`config.mk`:
```
export PLATFORM = sky130hd
export DESIGN_NAME = msync_trigger_cond
export DESIGN_NICKNAME = d
export VERILOG_FILES = /design/src/rtl/msync_trigger_cond.sv
export SDC_FILE = /design/constraint.sdc
export NUM_CORES = 1
export LEC_CHECK = 0
export BUFFER_PORTS_ARGS = -buffer_cell sky130_fd_sc_hd__buf_2
export CORE_UTILIZATION = 45
export CTS_CLUSTER_DIAMETER = 80
export CTS_CLUSTER_SIZE = 28
export DETAILED_ROUTE_END_ITERATION = 8
export PLACE_DENSITY = 0.67
export REMOVE_ABC_BUFFERS = 1
export SLEW_MARGIN = 20
export SYNTH_ARGS = -nofsm -noshare
export SYNTH_HDL_FRONTEND = slang
export SYNTH_SLANG_ARGS = --single-unit
```
`constraint.sdc`:
```
create_clock -name clk -period 2.63 [get_ports clk]
set_input_delay 0.1315 -clock clk [delete_from_list [all_inputs] [get_ports clk]]
set_output_delay 0.1315 -clock clk [all_outputs]
set_load 0.03 [all_outputs]
```
`src/rtl/msync_trigger_cond.sv`:
```
// DAQ start/stop sync front end: synchronize, filter and edge-detect
// the external sync lines, then sequence them into active-low strobes.
module msync_trigger_cond #(
    parameter int SYNC_STAGES = 2,
    parameter int FILT_LEN    = 4,
    parameter int HOLDOFF_W   = 16,
    parameter int CNT_W       = 16
) (
    input  logic                 clk,
    input  logic                 reset,
    input  logic                 ext_start_n,
    input  logic                 ext_stop_n,
    input  logic                 arm,
    input  logic                 sw_start,
    input  logic                 sw_stop,
    input  logic [HOLDOFF_W-1:0] holdoff,
    output logic                 nstart_daq,
    output logic                 nstop_daq,
    output logic                 running,
    output logic [CNT_W-1:0]     start_cnt,
    output logic [CNT_W-1:0]     drop_cnt
);

    localparam int FW = $clog2(FILT_LEN + 1);
    localparam logic [FW-1:0] FLEN = FW'(FILT_LEN);

    typedef enum logic [1:0] {
        DISARMED,
        ARMED,
        RUNNING,
        HOLDOFF
    } state_t;

    state_t state;

    logic [SYNC_STAGES-1:0] start_sync;
    logic [SYNC_STAGES-1:0] stop_sync;
    logic [1:0]             raw;
    logic [1:0]             filt;
    logic [1:0]             filt_q;
    logic [FW-1:0]          fcnt [2];
    logic [1:0]             hw_ev;
    logic [HOLDOFF_W-1:0]   hcnt;

    logic start_ev;
    logic stop_ev;
    logic accept_start;
    logic drop;

    // Metastability chains; idle level of the lines is high
    always_ff @(posedge clk) begin
        if (reset) begin
            start_sync <= '1;
            stop_sync  <= '1;
        end else begin
            start_sync <= {start_sync[SYNC_STAGES-2:0], ext_start_n};
            stop_sync  <= {stop_sync[SYNC_STAGES-2:0], ext_stop_n};
        end
    end

    assign raw = {stop_sync[SYNC_STAGES-1], start_sync[SYNC_STAGES-1]};

    // Glitch filter: a level must differ for FILT_LEN cycles before it is taken
    always_ff @(posedge clk) begin
        if (reset) begin
            filt    <= '1;
            filt_q  <= '1;
            fcnt[0] <= '0;
            fcnt[1] <= '0;
        end else begin
            filt_q <= filt;
            for (int i = 0; i < 2; i++) begin
                if (fcnt[i] == FLEN) begin
                    filt[i] <= ~filt[i];
                    fcnt[i] <= '0;
                end else if (raw[i] != filt[i]) begin
                    fcnt[i] <= fcnt[i] + 1'b1;
                end else begin
                    fcnt[i] <= '0;
                end
            end
        end
    end

    // Only falling edges of the filtered lines are events
    assign hw_ev    = filt_q & ~filt;
    assign start_ev = hw_ev[0] | sw_start;
    assign stop_ev  = hw_ev[1] | sw_stop;

    // Accepted start and "event ignored" decisions; arm=0 silences both
    always_comb begin
        accept_start = 1'b0;
        drop         = 1'b0;
        if (arm) begin
            unique case (state)
                ARMED: begin
                    accept_start = start_ev;
                    drop         = stop_ev;
                end
                RUNNING: drop = start_ev;
                HOLDOFF: drop = start_ev | stop_ev;
                default: drop = 1'b0;
            endcase
        end
    end

    // Sequencer with registered strobes; every strobe lasts one cycle
    always_ff @(posedge clk) begin
        if (reset) begin
            state      <= DISARMED;
            hcnt       <= '0;
            nstart_daq <= 1'b1;
            nstop_daq  <= 1'b1;
        end else begin
            nstart_daq <= 1'b1;
            nstop_daq  <= 1'b1;
            unique case (state)
                DISARMED: begin
                    if (arm) state <= ARMED;
                end
                ARMED: begin
                    if (!arm) begin
                        state <= DISARMED;
                    end else if (start_ev) begin
                        nstart_daq <= 1'b0;
                        state      <= RUNNING;
                    end
                end
                RUNNING: begin
                    if (!arm) begin
                        nstop_daq <= 1'b0;
                        state     <= DISARMED;
                    end else if (stop_ev) begin
                        nstop_daq <= 1'b0;
                        hcnt      <= holdoff - 1'b1;
                        state     <= (holdoff == '0) ? ARMED : HOLDOFF;
                    end
                end
                HOLDOFF: begin
                    if (!arm) begin
                        state <= DISARMED;
                    end else if (hcnt == '0) begin
                        state <= ARMED;
                    end else begin
                        hcnt <= hcnt - 1'b1;
                    end
                end
                default: state <= DISARMED;
            endcase
        end
    end

    assign running = (state == RUNNING);

    // Status counters: starts wrap, drops saturate
    always_ff @(posedge clk) begin
        if (reset) begin
            start_cnt <= '0;
            drop_cnt  <= '0;
        end else begin
            if (accept_start) start_cnt <= start_cnt + 1'b1;
            if (drop && drop_cnt != '1) drop_cnt <= drop_cnt + 1'b1;
        end
    end

endmodule

```
# After elaboration in Yosys (flattened, before gate mapping)
# Memory sizes are Yosys's and may differ from the RTL's.
# Cells that the tools add are included.
dict set report classes {
  shifts 0
  magnitude_cmp 0
  add_sub_neg 6
  n_reduce_logical 9
  n_mux 51
  n_div 0
  bitwise_logic 16
  eq_ne 16
  n_mul 0
}
# cell count
set op_table {}
lappend op_table {{16-bit two-way mux} 4}
lappend op_table {{16-bit by 1-bit adder with 16-bit output, second input constant} 2}
lappend op_table {{16-bit logical NOT} 2}
lappend op_table {{16-bit case mux with 2 select lines} 1}
lappend op_table {{16-bit by 1-bit subtractor with 16-bit output, second input constant} 2}
lappend op_table {{1-bit two-way mux} 30}
lappend op_table {{3-bit two-way mux} 6}
lappend op_table {{2-bit two-way mux} 8}
lappend op_table {{16-bit != test, second input constant} 1}
lappend op_table {{1-bit bitwise OR} 9}
lappend op_table {{2-bit != test, second input constant} 4}
lappend op_table {{2-bit case mux with 4 select lines} 1}
lappend op_table {{3-bit by 1-bit adder with 3-bit output, second input constant} 2}
lappend op_table {{3-bit == test, second input constant} 2}
lappend op_table {{3-bit != test, second input constant} 2}
lappend op_table {{1-bit inverter} 5}
lappend op_table {{5-bit AND reduction} 1}
lappend op_table {{2-bit == test, second input constant} 2}
lappend op_table {{4-bit AND reduction} 1}
lappend op_table {{3-bit by 2-bit != test with 1-bit output, second input constant} 1}
lappend op_table {{1-bit case mux with 3 select lines} 1}
lappend op_table {{3-bit OR reduction} 1}
lappend op_table {{2-bit AND} 1}
lappend op_table {{2-bit by 1-bit == test with 1-bit output, second input constant} 1}
lappend op_table {{7 further kinds} 8}
dict set report totals {
  latchBits 0
  memories 1
  rom_bits 0
  ram_bits 6
  output_inout_bits 35
  word_cells 110
  register_bits 60
}
# memory words width rd rd_ports_with_merged_regs wr line
set mem_list {}
lappend mem_list {fcnt 2 3 2 0 2 41} ;# logic [FW-1:0] fcnt [2];

# Logic depth before layout (Yosys ltp)
# Gate-level depths: netlist of the first run.
dict set report logic_depth {
  ltp_word 7
  ltp_mapped 11
  ltp_nobuf 9
}

# Least setup slack after synthesis of the first run
# Ideal clock, no wire load.
dict set report synth_path {
  path_kind {register -> register}
  from {reg state[1]}
  to {reg hcnt[12]}
  required_ns 2.563
  arrival_ns 2.684
  setup_slack_ns -0.121
  stages_incl_launch_ff 12
  cell_sequence {dfxtp_1 > buf_4 > nand2_2 > clkbuf_1 > mux2i_1 > ha_1 > or4b_4 > o22ai_2 > nor3b_4 > a222oi_1 > a31o_1 > a21oi_2}
}
dict set report synth_between {
  elab_chain_len 3
}
# element line
set synth_lines {}
lappend synth_lines {{start: declaration} 34} ;# state_t state;
lappend synth_lines {{start signal: assignment} 136} ;# state <= (holdoff == '0) ? ARMED : HOLDOFF;
lappend synth_lines {{2-bit == test} 117} ;# unique case (state)
lappend synth_lines {{2-bit != test (no line) (tied with other cells)} --}
lappend synth_lines {{5-bit AND reduction (no line)} --}
lappend synth_lines {{end signal: assignment} 135} ;# hcnt <= holdoff - 1'b1;
lappend synth_lines {{end signal: assignment} 145} ;# hcnt <= hcnt - 1'b1;
lappend synth_lines {{end: declaration} 43} ;# logic [HOLDOFF_W-1:0] hcnt;
# Parallel ways exist; a longest one is shown, timed or not.
# A chain may end at the register's enable or synchronous reset.

# Worst setup path in the final report of the first run
dict set report layout_path {
  from {reg state[0]}
  to {reg hcnt[14]}
}
# The elaborated chain is that of the path after synthesis.

==> results.py, run 1 <==
metrics = {
    "status": {
        "run_status": "finished, final reports clean",
    },
    "routing": {
        "routed_wl_um": 9264,
        "vias_per_cell": 5.614,
        "ant_nets": 0,
        "num_vias": 3447,
        "drc": 0,
        "first_pass_iters": 5,
        "wire_per_inst_um": 15.09,
        "initialDrtViolationCount": 214,
    },
    "synth": {
        "postSynthAreaPerCell_um2": 8.672,
        "synth_area_um2": 3781,
        "netlist.area_leader.share_pct": 31.77,
        "yosys.area.top_type": "dfxtp_1",
        "yosysWarnings": 0,
        "synth-async-reset-ratio_pct": 0,
        "ys.flop_type": "dfxtp_1",
        "synth.area.top_cells": "dfxtp_1 (32%), xor2_1 (5.3%), nor2_1 (5.1%)",
        "ys_ff_latch": 66,
        "syn-instance-count": 436,
        "synth.yosys.seq_area_share_pct": 36.53,
        "synth_edf_count": 6,
        "ys_types": 76,
        "synth.most_common_cell": "dfxtp_1",
        "synth_common_cells": "dfxtp_1 (60), nor2_1 (51), nand2_1 (38)",
    },
    "die": {
        "die_w_um": 93.67,
        "core_um2": 8175,
        "rows": 33,
        "die_area_um2": 8773,
        "die_h_um": 93.67,
        "start_util_pct": 46.25,
        "io-pin-count": 58,
    },
    "cts": {
        "root_buffer": "clkbuf_8",
        "cts_tree": "done",
        "cts_resized": 0,
        "post-cts-setup-buffer-count": 0,
        "clock-sinks": 66,
        "cts_max_path_buffers": 2,
        "cts_max_level": 3,
        "cts.clk_slew.worst_paths_ns": 0.08,
        "cts_hold_buffers": 2,
        "clk_latency_ns": 0.35,
        "numCtsBuffers": 9,
    },
    "cells_and_area": {
        "multi_input_area_um2": 2292,
        "final_area_um2": 4434,
        "fillCellCount": 777,
        "seq_area_um2": 1381,
        "diodes": 0,
        "area_growth_syn_to_layout_pct": 17.27,
        "nets": 534,
        "drive_gt1_share_pct": 22.20,
    },
    "placed_design": {
        "dp_hpwl_um": 6582,
        "io_buffers": 57,
        "gp_congestion": 1.001,
        "place_area_um2": 4203,
    },
    "critical_path": {
        "worst-path-buf-inv": 0,
        "cp-end-kind": "flip-flop",
        "slowest_delay_ns": 0.49,
        "required_ns": 2.84,
        "crit_fanout": 5,
        "start_kind": "flip-flop",
        "worst_path_max_delay_cell": "or4b_4",
        "path_cells": "a21bo_2 -> and2_1 -> ha_1 -> or4b_4 -> o22ai_2 -> nor3b_4 -> nand4b_1 -> mux2i_1 -> a21oi_1",
        "arrival_ns": 2.67,
        "critical_path_class": "flip-flop to flip-flop",
        "critPathTopFamily": "simple AND/OR/NAND/NOR gates",
    },
    "power": {
        "cellLeakagePower_nw": 1.746,
        "p_clk_share_pct": 42.6,
        "swShare_pct": 25.93,
        "p_switching_uw": 559.1,
        "ir_drop_v": 0.0002583,
        "power.total_mw": 2.156,
        "p_seq_share_pct": 48.4,
        "powerDensity_nw_per_um2": 486.2,
        "p_int_mw": 1.597,
        "comb_power_share_pct": 8.9,
    },
    "hold_path": {
        "hold_class": "input port to flip-flop",
    },
    "sta": {
        "setup_viol": 0,
        "finalMaxSlewViolations": 0,
        "worstMarginPinSlew_ns": 0.7458,
        "max_clock_freq_mhz": 406.8,
        "max-slew-margin-rel_pct": 50.28,
        "min_period_over_period_pct": 93.47,
        "min_period_ns": 2.458,
        "hold_viol": 0,
        "skew_ns": 0.007401,
        "rsz0062_at_grt": "no",
    },
    "global_route": {
        "grt_remaining_overflow": 0,
        "grtUsageTotal_pct": 22.08,
        "grt_max_degree": 42,
        "grt_pass1_vias": 3123,
        "grt_pass1_wl_um": 15230,
        "grt_antenna_before_repair": 0,
    },
    "flow_run": {
        "maxCapViolations": 0,
    },
}
-- worst paths after layout --
kind,start,end,slack (ns),cells after the start
min reg2reg,start_sync[0],start_sync[1],0.41,1
max reg2reg,state[0],hcnt[14],0.17,9
max,state[0],hcnt[14],0.17,9
min,arm,nstop_daq,0.13,3
-- layout by cell type, fill, tap and decap left out, types with 8 or more instances in the layout --
| cell type | n |
|---|---|
| buf_2 | 57 |
| nand3_1 | 12 |
| nor3_1 | 14 |
| clkbuf_8 | 9 |
| a211oi_1 | 9 |
| nand2_1 | 38 |
| nor2_1 | 51 |
| a21oi_1 | 22 |
| or3_1 | 9 |
| buf_4 | 11 |
| and3_1 | 9 |
| nand2b_1 | 8 |
| xnor2_1 | 9 |
| nand4_1 | 14 |
| inv_1 | 8 |
| xor2_1 | 23 |
| dfxtp_1 | 60 |
| o21ai_0 | 14 |
-- tightest hold or removal path, stage by stage --
cell and delay [ns]:
buf_2 0.14, nand2_1 0.08, nand3b_1 0.07
-- power by group through the flow --
| stage | Clock [mW] | Combinational (mW) | Sequential [mW] |
|---|---|---|---|
| 6_report | 0.919 | 0.193 | 1.04 |
| 5_1_grt | 0.989 | 0.212 | 1.05 |
| 4_1_cts | 0.936 | 0.191 | 1.04 |
| 3_5_place_dp | 0 | 0.187 | 1.07 |
| 3_3_place_gp | 0 | 0.186 | 1.07 |
| 2_1_floorplan | 0 | 0.101 | 1.07 |
-- through the flow --
step                      utilization, %  instances  TNS, ns  setup WS [ns]  hold WS (ns)
final                              54.24        614        0         0.1718        0.1298
after global routing               54.24        614        0        0.04462        0.1286
after CTS                          54.24        614        0         0.1825        0.1183
after detailed placement           51.41        596        0         0.1764        0.3240
after global placement             51.41        596        0         0.3050        0.3212
after floorplan                        -        423  -0.7597        -0.2575        0.1939
-- layer usage --
metal / up-vias / global-route usage (%) / routed length, um
li1: 1730 / - / -
met1: 1612 / 29.65 / 4418
met2: 92 / 34.44 / 4188
met3: 13 / 5.421 / 516
met4: 0 / 7.692 / 140
met5: - / 0 / 0
-- kinds of logic (layout without fill, tap and decap cells) --
family	after synthesis	count (layout)	synth area share [%]
buf+inv	26	94	3.342
other cells	1	6	0.09918
fa+ha+maj	7	7	2.316
mux	8	8	2.151
flops	66	66	36.53
compound gates	99	99	19.26
xor+xnor	32	32	7.412
simple gates	197	197	28.89
-- state kept, by name, indices dropped and copies added, names as in the netlist --
| name | count |
|---|---|
| drop_cnt | 16 |
| fcnt | 6 |
| filt | 2 |
| filt_q | 2 |
| hcnt | 16 |
| nstart_daq | 1 |
| nstop_daq | 1 |
| start_cnt | 16 |
| start_sync | 2 |
| state | 2 |
| stop_sync | 2 |
-- cell type report --
class	count	share of cell area (%)
clock buffers	10	3.358
clock inverters	6	1.411
inverters	8	0.6772
multi-input cells	349	51.69
flip-flops and latches	66	31.15
well taps	105	2.963
repair buffers	70	8.747
Note: power is estimated with default switching activity, not from simulation.
==> run 2: changes to the inputs <==
Settings changed: BUFFER_PORTS_ARGS -buffer_cell sky130_fd_sc_hd__buf_2 to default, DONT_BUFFER_PORTS from default to 1, PLACE_DENSITY 0.67 to 0.61.
==> run 2 against run 1 <==
  * Core utilization down 2.4 points
  * Routed wire length up 0.32%
  * Count of clock-buffer cells in the layout grew 2
  * Sequential power about the same
  * Global-route usage increased by 0.40 points
  * Largest cell class unchanged
  * Highest routed layer unchanged
==> results.py, run 2 (synthesis gave the netlist of run 1 again) <==
metrics = {
    "sta": {
        "skew_ns": 0.01307,
        "worstMarginPinSlew_ns": 0.9409,
        "max-slew-margin-rel_pct": 37.28,
        "setup_viol": 0,
        "min_period_ns": 2.389,
        "rsz0062_at_grt": "no",
        "finalMaxSlewViolations": 0,
        "max_clock_freq_mhz": 418.5,
        "min_period_over_period_pct": 90.85,
        "hold_viol": 0,
        "whs_ns": 0.02343,
    },
    "cells_and_area": {
        "layout_commonest_cell": "dfxtp_1",
        "drive_gt1_share_pct": 13.76,
        "diodes": 0,
        "area_growth_syn_to_layout_pct": 12.01,
        "final_area_um2": 4235,
        "final_cell_mix": "dfxtp_1 (60), nor2_1 (51), nand2_1 (38), xor2_1 (23), a21oi_1 (22)",
        "reg_top3": "drop_cnt: 16 flops, hcnt: 16 flops, start_cnt: 16 flops",
        "nets": 491,
        "stdcell_count": 570,
    },
    "cts": {
        "cts_max_path_buffers": 2,
        "cts_tree": "done",
        "numCtsBuffers": 9,
        "clock-sinks": 66,
        "cts.clk_slew.worst_paths_ns": 0.08,
        "post-cts-setup-buffer-count": 0,
        "cts_resized": 0,
        "root_buffer": "clkbuf_8",
        "clk_latency_ns": 0.34,
        "cts_max_level": 3,
    },
    "global_route": {
        "grt_pass1_wl_um": 15480,
        "grt_pass1_vias": 3153,
        "grt_antenna_before_repair": 0,
        "grtUsageTotal_pct": 22.48,
        "grt_max_degree": 63,
        "grt_remaining_overflow": 0,
    },
    "routing": {
        "num_vias": 3310,
        "wire_per_inst_um": 16.31,
        "routed_wl_um": 9294,
        "drc": 0,
        "first_pass_iters": 4,
        "ant_nets": 0,
        "initialDrtViolationCount": 211,
        "vias_per_cell": 5.807,
    },
    "hold_path": {
        "hold_class": "input port to flip-flop",
    },
    "placed_design": {
        "gp_congestion": 0.8886,
        "io_buffers": 0,
        "dp_hpwl_um": 6336,
        "placedCellCount": 548,
        "place_area_um2": 3985,
    },
    "die": {
        "die_w_um": 93.67,
        "die_area_um2": 8773,
        "die_h_um": 93.67,
        "core_um2": 8175,
        "rows": 33,
        "start_util_pct": 46.25,
        "io-pin-count": 58,
    },
    "power": {
        "power.total_mw": 1.963,
        "cellLeakagePower_nw": 1.529,
        "powerDensity_nw_per_um2": 463.5,
        "ir_drop_v": 0.0002656,
    },
    "critical_path": {
        "required_ns": 2.91,
        "arrival_ns": 2.67,
        "critical_path_class": "flip-flop to flip-flop",
        "cp-end-kind": "flip-flop",
        "start_kind": "flip-flop",
        "crit_fanout": 5,
    },
    "status": {
        "run_status": "finished, final reports clean",
    },
    "flow_run": {
        "maxCapViolations": 0,
    },
}
## run 2: metal layers
metal  part of all wire [%]  global-route usage (%)  wire length, um
met5                      0                       0                0
met2                     46                   36.09             4232
met4                    1.6                   7.692              150
met1                     47                   29.19             4322
met3                    6.3                   5.825              589
## run 2: worst paths after layout
| check | depth (start not counted) | endpoint | slack, ns | start |
|---|---|---|---|---|
| min | 2 | hcnt[6] | 0.02 | holdoff[6] |
| max reg2reg | 9 | hcnt[12] | 0.24 | state[1] |
| min reg2reg | 1 | stop_sync[1] | 0.41 | stop_sync[0] |
| max | 9 | hcnt[12] | 0.24 | state[1] |
## run 2: area by class of cell
cell class,instances,area (um2)
flip-flops and latches,66,1381
repair buffers,27,237.7
well taps,105,131.4
clock buffers,12,145.1
clock inverters,3,17.52
inverters,8,30.03
fillers,792,3940
multi-input cells,349,2292
## run 2: report_power, final
| part | switching [mW] | internal (mW) |
|---|---|---|
| Combinational | 0.102 | 0.0696 |
| Sequential | 0.0127 | 1.03 |
| Clock | 0.389 | 0.360 |
## run 2: timing repair
| item | in CTS | in global routing |
|---|---|---|
| endpoints found under the setup margin | 0 | 0 |
| hold buffers | 7 | 0 |
| endpoints found under the hold margin | 62 | 0 |
## run 2: worst max-delay path: stages, from the launching register on
cell and delay, ns:
dfxtp_1 0.41, a21bo_2 0.19, and2_1 0.15, ha_1 0.16
or4b_4 0.48, o22ai_2 0.16, nor3b_4 0.31, a222oi_1 0.13
a31o_1 0.22, a21oi_2 0.12
## run 2: through the flow
stage / utilization, % / worst slack [ns] / TNS [ns]
after detailed placement: 48.75 / 0.2683 / 0
final: 51.81 / 0.2405 / 0
after CTS: 51.81 / 0.2513 / 0
after global placement: 48.75 / 0.3396 / 0
after floorplan: - / -0.2575 / -0.7597
after global routing: 51.81 / 0.06373 / 0
